--- config.mk ---
export PLATFORM = sky130hd
export DESIGN_NAME = tgt_tx_seq_flat
export DESIGN_NICKNAME = d
export VERILOG_FILES = /design/src/rtl/tgt_tx_seq_if.sv /design/src/rtl/tgt_tx_seq.sv /design/src/flat_wrapper.sv
export SDC_FILE = /design/constraint.sdc
export NUM_CORES = 1
export LEC_CHECK = 0
export BUFFER_PORTS_ARGS = -buffer_cell sky130_fd_sc_hd__buf_2
export CORE_MARGIN = 4
export CORE_UTILIZATION = 33
export DETAILED_ROUTE_END_ITERATION = 12
export GPL_TIMING_DRIVEN = 0
export HOLD_SLACK_MARGIN = 0.1
export SLEW_MARGIN = 0
export SYNTH_ARGS = -nofsm -noshare
export SYNTH_HDL_FRONTEND = slang
export SYNTH_SLANG_ARGS = --single-unit
--- constraint.sdc ---
create_clock -name i_sys_clk -period 2.4 [get_ports i_sys_clk]
set_input_delay 0.48 -clock i_sys_clk [delete_from_list [all_inputs] [get_ports i_sys_clk]]
set_output_delay 0.48 -clock i_sys_clk [all_outputs]
set_load 0.05 [all_outputs]
--- src/rtl/tgt_tx_seq_if.sv ---
// tgt_tx_seq_if: engine request and serializer
// control bundle for the HDR-DDR read sequencer.
interface tgt_tx_seq_if;
  logic       i_engine_start;
  logic [7:0] i_engine_word_cnt;
  logic [7:0] i_engine_base_addr;
  logic       i_engine_abort;
  logic       i_tx_mode_done;
  logic       o_tx_en;
  logic [2:0] o_tx_mode;
  logic       o_regf_rd_en;
  logic [7:0] o_regf_addr;
  logic       o_crc_clr;
  logic       o_engine_busy;
  logic       o_engine_done;

  modport master (
    output i_engine_start,
    output i_engine_word_cnt,
    output i_engine_base_addr,
    output i_engine_abort,
    output i_tx_mode_done,
    input  o_tx_en,
    input  o_tx_mode,
    input  o_regf_rd_en,
    input  o_regf_addr,
    input  o_crc_clr,
    input  o_engine_busy,
    input  o_engine_done
  );

  modport slave (
    input  i_engine_start,
    input  i_engine_word_cnt,
    input  i_engine_base_addr,
    input  i_engine_abort,
    input  i_tx_mode_done,
    output o_tx_en,
    output o_tx_mode,
    output o_regf_rd_en,
    output o_regf_addr,
    output o_crc_clr,
    output o_engine_busy,
    output o_engine_done
  );
endinterface

--- src/rtl/tgt_tx_seq.sv ---
// tgt_tx_seq: sequences serializer modes for
// one HDR-DDR read response (ACK, words, CRC).
module tgt_tx_seq (
  input  logic        i_sys_clk,
  input  logic        i_sys_rst,
  tgt_tx_seq_if.slave bus
);
  localparam logic [3:0] IDLE     = 4'd0;
  localparam logic [3:0] ACK      = 4'd1;
  localparam logic [3:0] BYTE_HI  = 4'd2;
  localparam logic [3:0] BYTE_LO  = 4'd3;
  localparam logic [3:0] PAR      = 4'd4;
  localparam logic [3:0] PRE_CONT = 4'd5;
  localparam logic [3:0] PRE_END  = 4'd6;
  localparam logic [3:0] CRC_TOK  = 4'd7;
  localparam logic [3:0] CRC_VAL  = 4'd8;

  logic [3:0] state;
  logic [3:0] state_nxt;
  logic [7:0] remaining;
  logic [7:0] addr;
  logic       done_q;
  logic       idle;
  logic       go;
  logic       adv;
  logic       rd;

  assign idle = (state == IDLE);
  assign go   = idle & bus.i_engine_start
              & ~bus.i_engine_abort;
  assign adv  = ~idle & bus.i_tx_mode_done
              & ~bus.i_engine_abort;
  assign rd   = (state == BYTE_HI)
              | (state == BYTE_LO);

  // next-state: abort wins over done
  always_comb begin
    state_nxt = state;
    if (!idle && bus.i_engine_abort) begin
      state_nxt = IDLE;
    end else begin
      case (state)
        IDLE:
          if (go) state_nxt = ACK;
        ACK:
          if (adv) state_nxt = (remaining != 8'd0)
                             ? BYTE_HI : CRC_TOK;
        BYTE_HI:
          if (adv) state_nxt = BYTE_LO;
        BYTE_LO:
          if (adv) state_nxt = PAR;
        PAR:
          if (adv) state_nxt = (remaining > 8'd1)
                             ? PRE_CONT : PRE_END;
        PRE_CONT:
          if (adv) state_nxt = BYTE_HI;
        PRE_END:
          if (adv) state_nxt = CRC_TOK;
        CRC_TOK:
          if (adv) state_nxt = CRC_VAL;
        CRC_VAL:
          if (adv) state_nxt = IDLE;
        default:
          state_nxt = IDLE;
      endcase
    end
  end

  // mode code decode from state
  always_comb begin
    bus.o_tx_mode = 3'b000;
    unique case (1'b1)
      (state == PRE_CONT): bus.o_tx_mode = 3'b001;
      rd:                  bus.o_tx_mode = 3'b011;
      (state == PAR):      bus.o_tx_mode = 3'b110;
      (state == CRC_TOK):  bus.o_tx_mode = 3'b010;
      (state == CRC_VAL):  bus.o_tx_mode = 3'b111;
      default:             bus.o_tx_mode = 3'b000;
    endcase
  end

  // state register
  always_ff @(posedge i_sys_clk or negedge i_sys_rst) begin
    if (!i_sys_rst) state <= IDLE;
    else            state <= state_nxt;
  end

  // words left; saturates at zero
  always_ff @(posedge i_sys_clk or negedge i_sys_rst) begin
    if (!i_sys_rst)
      remaining <= 8'd0;
    else if (go)
      remaining <= bus.i_engine_word_cnt;
    else if (adv && state == PAR && remaining != 8'd0)
      remaining <= remaining - 8'd1;
  end

  // byte address, wraps modulo 256
  always_ff @(posedge i_sys_clk or negedge i_sys_rst) begin
    if (!i_sys_rst)
      addr <= 8'h00;
    else if (go)
      addr <= bus.i_engine_base_addr;
    else if (adv && rd)
      addr <= addr + 8'd1;
  end

  // completion pulse the cycle after CRC_VAL done
  always_ff @(posedge i_sys_clk or negedge i_sys_rst) begin
    if (!i_sys_rst) done_q <= 1'b0;
    else            done_q <= adv & (state == CRC_VAL);
  end

  assign bus.o_tx_en         = ~idle;
  assign bus.o_engine_busy   = ~idle;
  assign bus.o_regf_rd_en    = rd;
  assign bus.o_regf_addr     = addr;
  assign bus.o_crc_clr       = go;
  assign bus.o_engine_done   = done_q;
endmodule

--- src/flat_wrapper.sv ---
// flat-port wrapper written by rule: the top's interface ports become plain ports
module tgt_tx_seq_flat 
  (i_sys_clk, i_sys_rst, bus_i_engine_start, bus_i_engine_word_cnt, bus_i_engine_base_addr, bus_i_engine_abort, bus_i_tx_mode_done, bus_o_tx_en, bus_o_tx_mode, bus_o_regf_rd_en, bus_o_regf_addr, bus_o_crc_clr, bus_o_engine_busy, bus_o_engine_done);
  tgt_tx_seq_if bus_i ();
  input  logic i_sys_clk;
  input  logic i_sys_rst;
  input wire logic [$bits(bus_i.i_engine_start)-1:0] bus_i_engine_start;
  input wire logic [$bits(bus_i.i_engine_word_cnt)-1:0] bus_i_engine_word_cnt;
  input wire logic [$bits(bus_i.i_engine_base_addr)-1:0] bus_i_engine_base_addr;
  input wire logic [$bits(bus_i.i_engine_abort)-1:0] bus_i_engine_abort;
  input wire logic [$bits(bus_i.i_tx_mode_done)-1:0] bus_i_tx_mode_done;
  output wire logic [$bits(bus_i.o_tx_en)-1:0] bus_o_tx_en;
  output wire logic [$bits(bus_i.o_tx_mode)-1:0] bus_o_tx_mode;
  output wire logic [$bits(bus_i.o_regf_rd_en)-1:0] bus_o_regf_rd_en;
  output wire logic [$bits(bus_i.o_regf_addr)-1:0] bus_o_regf_addr;
  output wire logic [$bits(bus_i.o_crc_clr)-1:0] bus_o_crc_clr;
  output wire logic [$bits(bus_i.o_engine_busy)-1:0] bus_o_engine_busy;
  output wire logic [$bits(bus_i.o_engine_done)-1:0] bus_o_engine_done;
  assign bus_i.i_engine_start = bus_i_engine_start;
  assign bus_i.i_engine_word_cnt = bus_i_engine_word_cnt;
  assign bus_i.i_engine_base_addr = bus_i_engine_base_addr;
  assign bus_i.i_engine_abort = bus_i_engine_abort;
  assign bus_i.i_tx_mode_done = bus_i_tx_mode_done;
  assign bus_o_tx_en = bus_i.o_tx_en;
  assign bus_o_tx_mode = bus_i.o_tx_mode;
  assign bus_o_regf_rd_en = bus_i.o_regf_rd_en;
  assign bus_o_regf_addr = bus_i.o_regf_addr;
  assign bus_o_crc_clr = bus_i.o_crc_clr;
  assign bus_o_engine_busy = bus_i.o_engine_busy;
  assign bus_o_engine_done = bus_i.o_engine_done;
  tgt_tx_seq u_core (.i_sys_clk(i_sys_clk), .i_sys_rst(i_sys_rst), .bus(bus_i));
endmodule
==> reports/metrics.csv <==
stage,metric,value,unit
worst_setup_path,Worst Setup Start Kind,register,
die,Starting Density,35.0,%
final_layout,# diodes,0,
die,I/O Pins,37,
placed_design,Final GP Congestion,0.810,
sta,Worst-Margin Slew,0.594,ns
power,Pwr Density,1250,nW/µm²
final_layout,final net count,233,
die,Rows,23,
worst_setup_path,WP data arrival,1.87,ns
synthesis,number of synthesized register bits,21,
clock_network,CTS tree,done,
clock_network,"CTS clk-pin slew, worst paths",0.08,ns
sta,Tcrit/Tclk final,97.9,%
clock_network,Sink Count,21,
worst_setup_path,CP Max Fanout,10,
power,P_int,0.00105,W
worst_setup_path,Required @ worst endpoint,1.92,ns
drt,Initial DRC Count,54,
synthesis,"area leader, netlist",dfrtp_1,
sta,Max Clk Rate,426,MHz
die,die height,74.0,µm
drt,vias per std cell,5.25,
power,clock share of power,10.8,%
sta,clock skew,0.00471,ns
power,VDD IR max,410,µV
die,Die ar.,5480,µm²
worst_hold_path,Hold/Removal Path Class,in2async,
placed_design,IO Port Bufs,35,
synthesis,Synth top area share,36.5,%
clock_network,Clock Path Buffers,2,
synthesis,yosys warns,0,
sta,Final Max Slew Viols,0,
synthesis,Post-Synthesis Cells,165,
power,NetSw,0.00118,W
clock_network,H-tree levels,1,
final_layout,FILL cells,418,
drt,Routed WL per cell,13.7,µm
power,Pleak,0.741,nW
drt,DR DRC count,0,
global_route,GRT overflow,0,
worst_setup_path,"Cell Chain, Critical Path",clkbuf_2 > or4b_1 > o21ai_1 > buf_4,
worst_setup_path,WS Path Type,reg2out,
drt,vias post-DR,1354,
synthesis,Mapped Nets,189,
synthesis,Synth top cells by count,"dfrtp_1 (21), nand2_1 (18), nor2_1 (11), o21ai_1 (10)",
global_route,vias in the first global route,1267,
drt,number of routed nets with antenna violations,0,
synthesis,Synth cell types,48,
drt,drt pass-1 iters,4,
worst_setup_path,Crit. End Element,output pin,
sta,RSZ-0062 raised after global routing,true,
placed_design,DP Cell Count,250,
worst_setup_path,worst path bufs/invs,2,
final_layout,area grow syn2layout,24.3,%
synthesis,cell with the most instances after synthesis,dfrtp_1,
sta,Max-slew headroom,60.2,%
clock_network,root buf cell,clkbuf_8,
global_route,largest net degree at the start of global routing,22,
sta,Hold WS,0.169,ns
synthesis,"top cells by area, synth","dfrtp_1 (37%), nand2_1 (4.7%), o21ai_1 (3.5%), xor2_1 (3.0%), nor2_1 (2.9%)",
die,area of the core,4120,µm²
synthesis,ys async rst share,100,%
sta,Setup Viol. Count Final,0,
drt,WL final,3540,µm
worst_setup_path,CP peak stage delay,0.62,ns
synthesis,"Seq/Total Area, Yosys",36.5,%
flow_run,# Max-Cap Violations,0,
power,share of power burned in registers,31.0,%
sta,Final Hold Violating Endpoints,0,
clock_network,CTS Buf Count,3,
clock_network,hold buffers post-CTS,0,
placed_design,DP Wirelength,2670,µm
status,outcome,completed,
clock_network,Worst-Skew Late Latency,0.26,ns
synthesis,"EDFF count, synth",0,
worst_setup_path,CP max-delay cell,or4b_1,
worst_setup_path,Top Family by Delay on Critical Path,simple AND/OR/NAND/NOR gates,
global_route,GRT Total Usage,13.8,%
synthesis,Mapped Avg Cell Area,8.72,µm²
final_layout,Non-Filler Instances,258,
final_layout,layout cells sized above 1,29.3,%
power,Net Sw Frac,53.0,%
synthesis,synthesized area,1440,µm²
power,combinational share of power,58.2,%
sta,minimum clock period,2.35,ns
synthesis,"Top FF cell, synth",dfrtp_1,
global_route,antenna violations before repair,0,
global_route,first-pass GRT wire length,5920,µm
die,Die Span X,74.0,µm
## power groups by stage
stage / combinational, W / clock, W / sequential, W
global route: 0.00141 / 0.000263 / 0.000724
floorplan: 0.000784 / 0 / 0.000874
finish: 0.00130 / 0.000240 / 0.000691
CTS: 0.00130 / 0.000251 / 0.000693
detailed placement: 0.00127 / 0 / 0.000688
global placement: 0.00126 / 0 / 0.000685
## flip-flops by register name (all words and copies together), names as in the netlist
register / count
u_core.bus.o_regf_addr: 8
u_core.bus.o_engine_done: 1
u_core.remaining: 8
u_core.state: 4
## cell families (layout without fill, tap and decap cells)
kind of cell               Yosys count  after routing  share of synthesized area (%)
adders and majority gates            3              3                           2.61
buffers and inverters               16             59                           5.13
muxes                                5              5                           3.65
and+or+nand+nor                     76             76                           30.4
xor gates and xnor gates             7              7                           4.26
AOI/OAI and AO/OA                   37             37                           17.4
DFF                                 21             21                           36.5
## final cells by class
cell class	count	area [µm²]	area share, %
repair buffers	39	214	12.0
inverters	6	22.5	1.26
well taps	50	62.6	3.50
clock inverters	1	5.00	0.280
plain buffers	10	60.1	3.36
clock buffers	3	41.3	2.31
multi-input cells	128	855	47.8
flip-flops and latches	21	528	29.5
## stage by stage
stage / power, W / util, % / worst slack [ns] / TNS, ns / instance area, µm²
final: 0.00223 / 43.4 / 0.0513 / 0 / 1790
after global routing: 0.00240 / 43.4 / -0.0459 / -0.116 / 1790
after CTS: 0.00224 / 42.8 / 0.0399 / 0 / 1760
after detailed placement: 0.00196 / 40.7 / 0.0374 / 0 / 1680
after global placement: 0.00194 / 40.7 / 0.0295 / 0 / 1680
after floorplan: 0.00166 / - / 0.00217 / 0 / 1440
## placed cells by master, fill, tap and decap left out, types with 2 or more instances in the layout
cell type	n
dfrtp_1	19
xnor2_1	2
o211ai_1	2
clkbuf_1	4
nand3_1	6
inv_1	5
xor2_1	5
or3_1	6
o21ai_1	10
buf_6	3
mux2i_1	3
o21ai_0	4
dfrtp_2	2
a21oi_1	4
nor3_1	3
nor2_1	11
and2_1	3
o22ai_1	3
nand4b_1	2
nor4_1	5
or3b_2	2
ha_1	3
buf_2	35
nand4_1	4
or4_1	2
a31oi_1	6
buf_4	6
clkbuf_8	3
nor2b_1	3
nand2_1	18
## repair_timing
action | CTS | global route
setup endpoints to repair | 2 | 3
pin swaps | 1 | 0
setup buffers | 1 | 3
gates resized for setup | 9 | 1
hold endpoints to repair | 0 | 0
gates cloned | 0 | 0
## layer usage
metal | vias to the layer above | share of wire [%] | routed length, µm | global-route usage, %
met2 | 38 | 47 | 1650 | 22.5
met5 | - | 0 | 0 | 0
met3 | 4 | 6.5 | 231 | 3.38
met1 | 619 | 46 | 1620 | 18.4
li1 | 693 | - | - | -
met4 | 0 | 1.1 | 39 | 3.22
## worst paths after layout
check | startpoint | endpoint | slack, ns | depth (start not counted)
min | i_sys_rst | u_core.remaining[3] | 0.17 | 1
max in group asynchronous | i_sys_rst | u_core.state[3] | 1.87 | 1
max reg2reg | u_core.remaining[0] | u_core.remaining[1] | 0.35 | 6
min in group i_sys_clk | bus_i_engine_word_cnt[5] | u_core.remaining[5] | 0.41 | 3
min reg2reg | u_core.bus.o_regf_addr[7] | u_core.bus.o_regf_addr[7] | 0.57 | 2
max | u_core.state[2] | bus_o_tx_mode[0] | 0.05 | 4
Note: power is estimated with default switching activity, not from simulation.
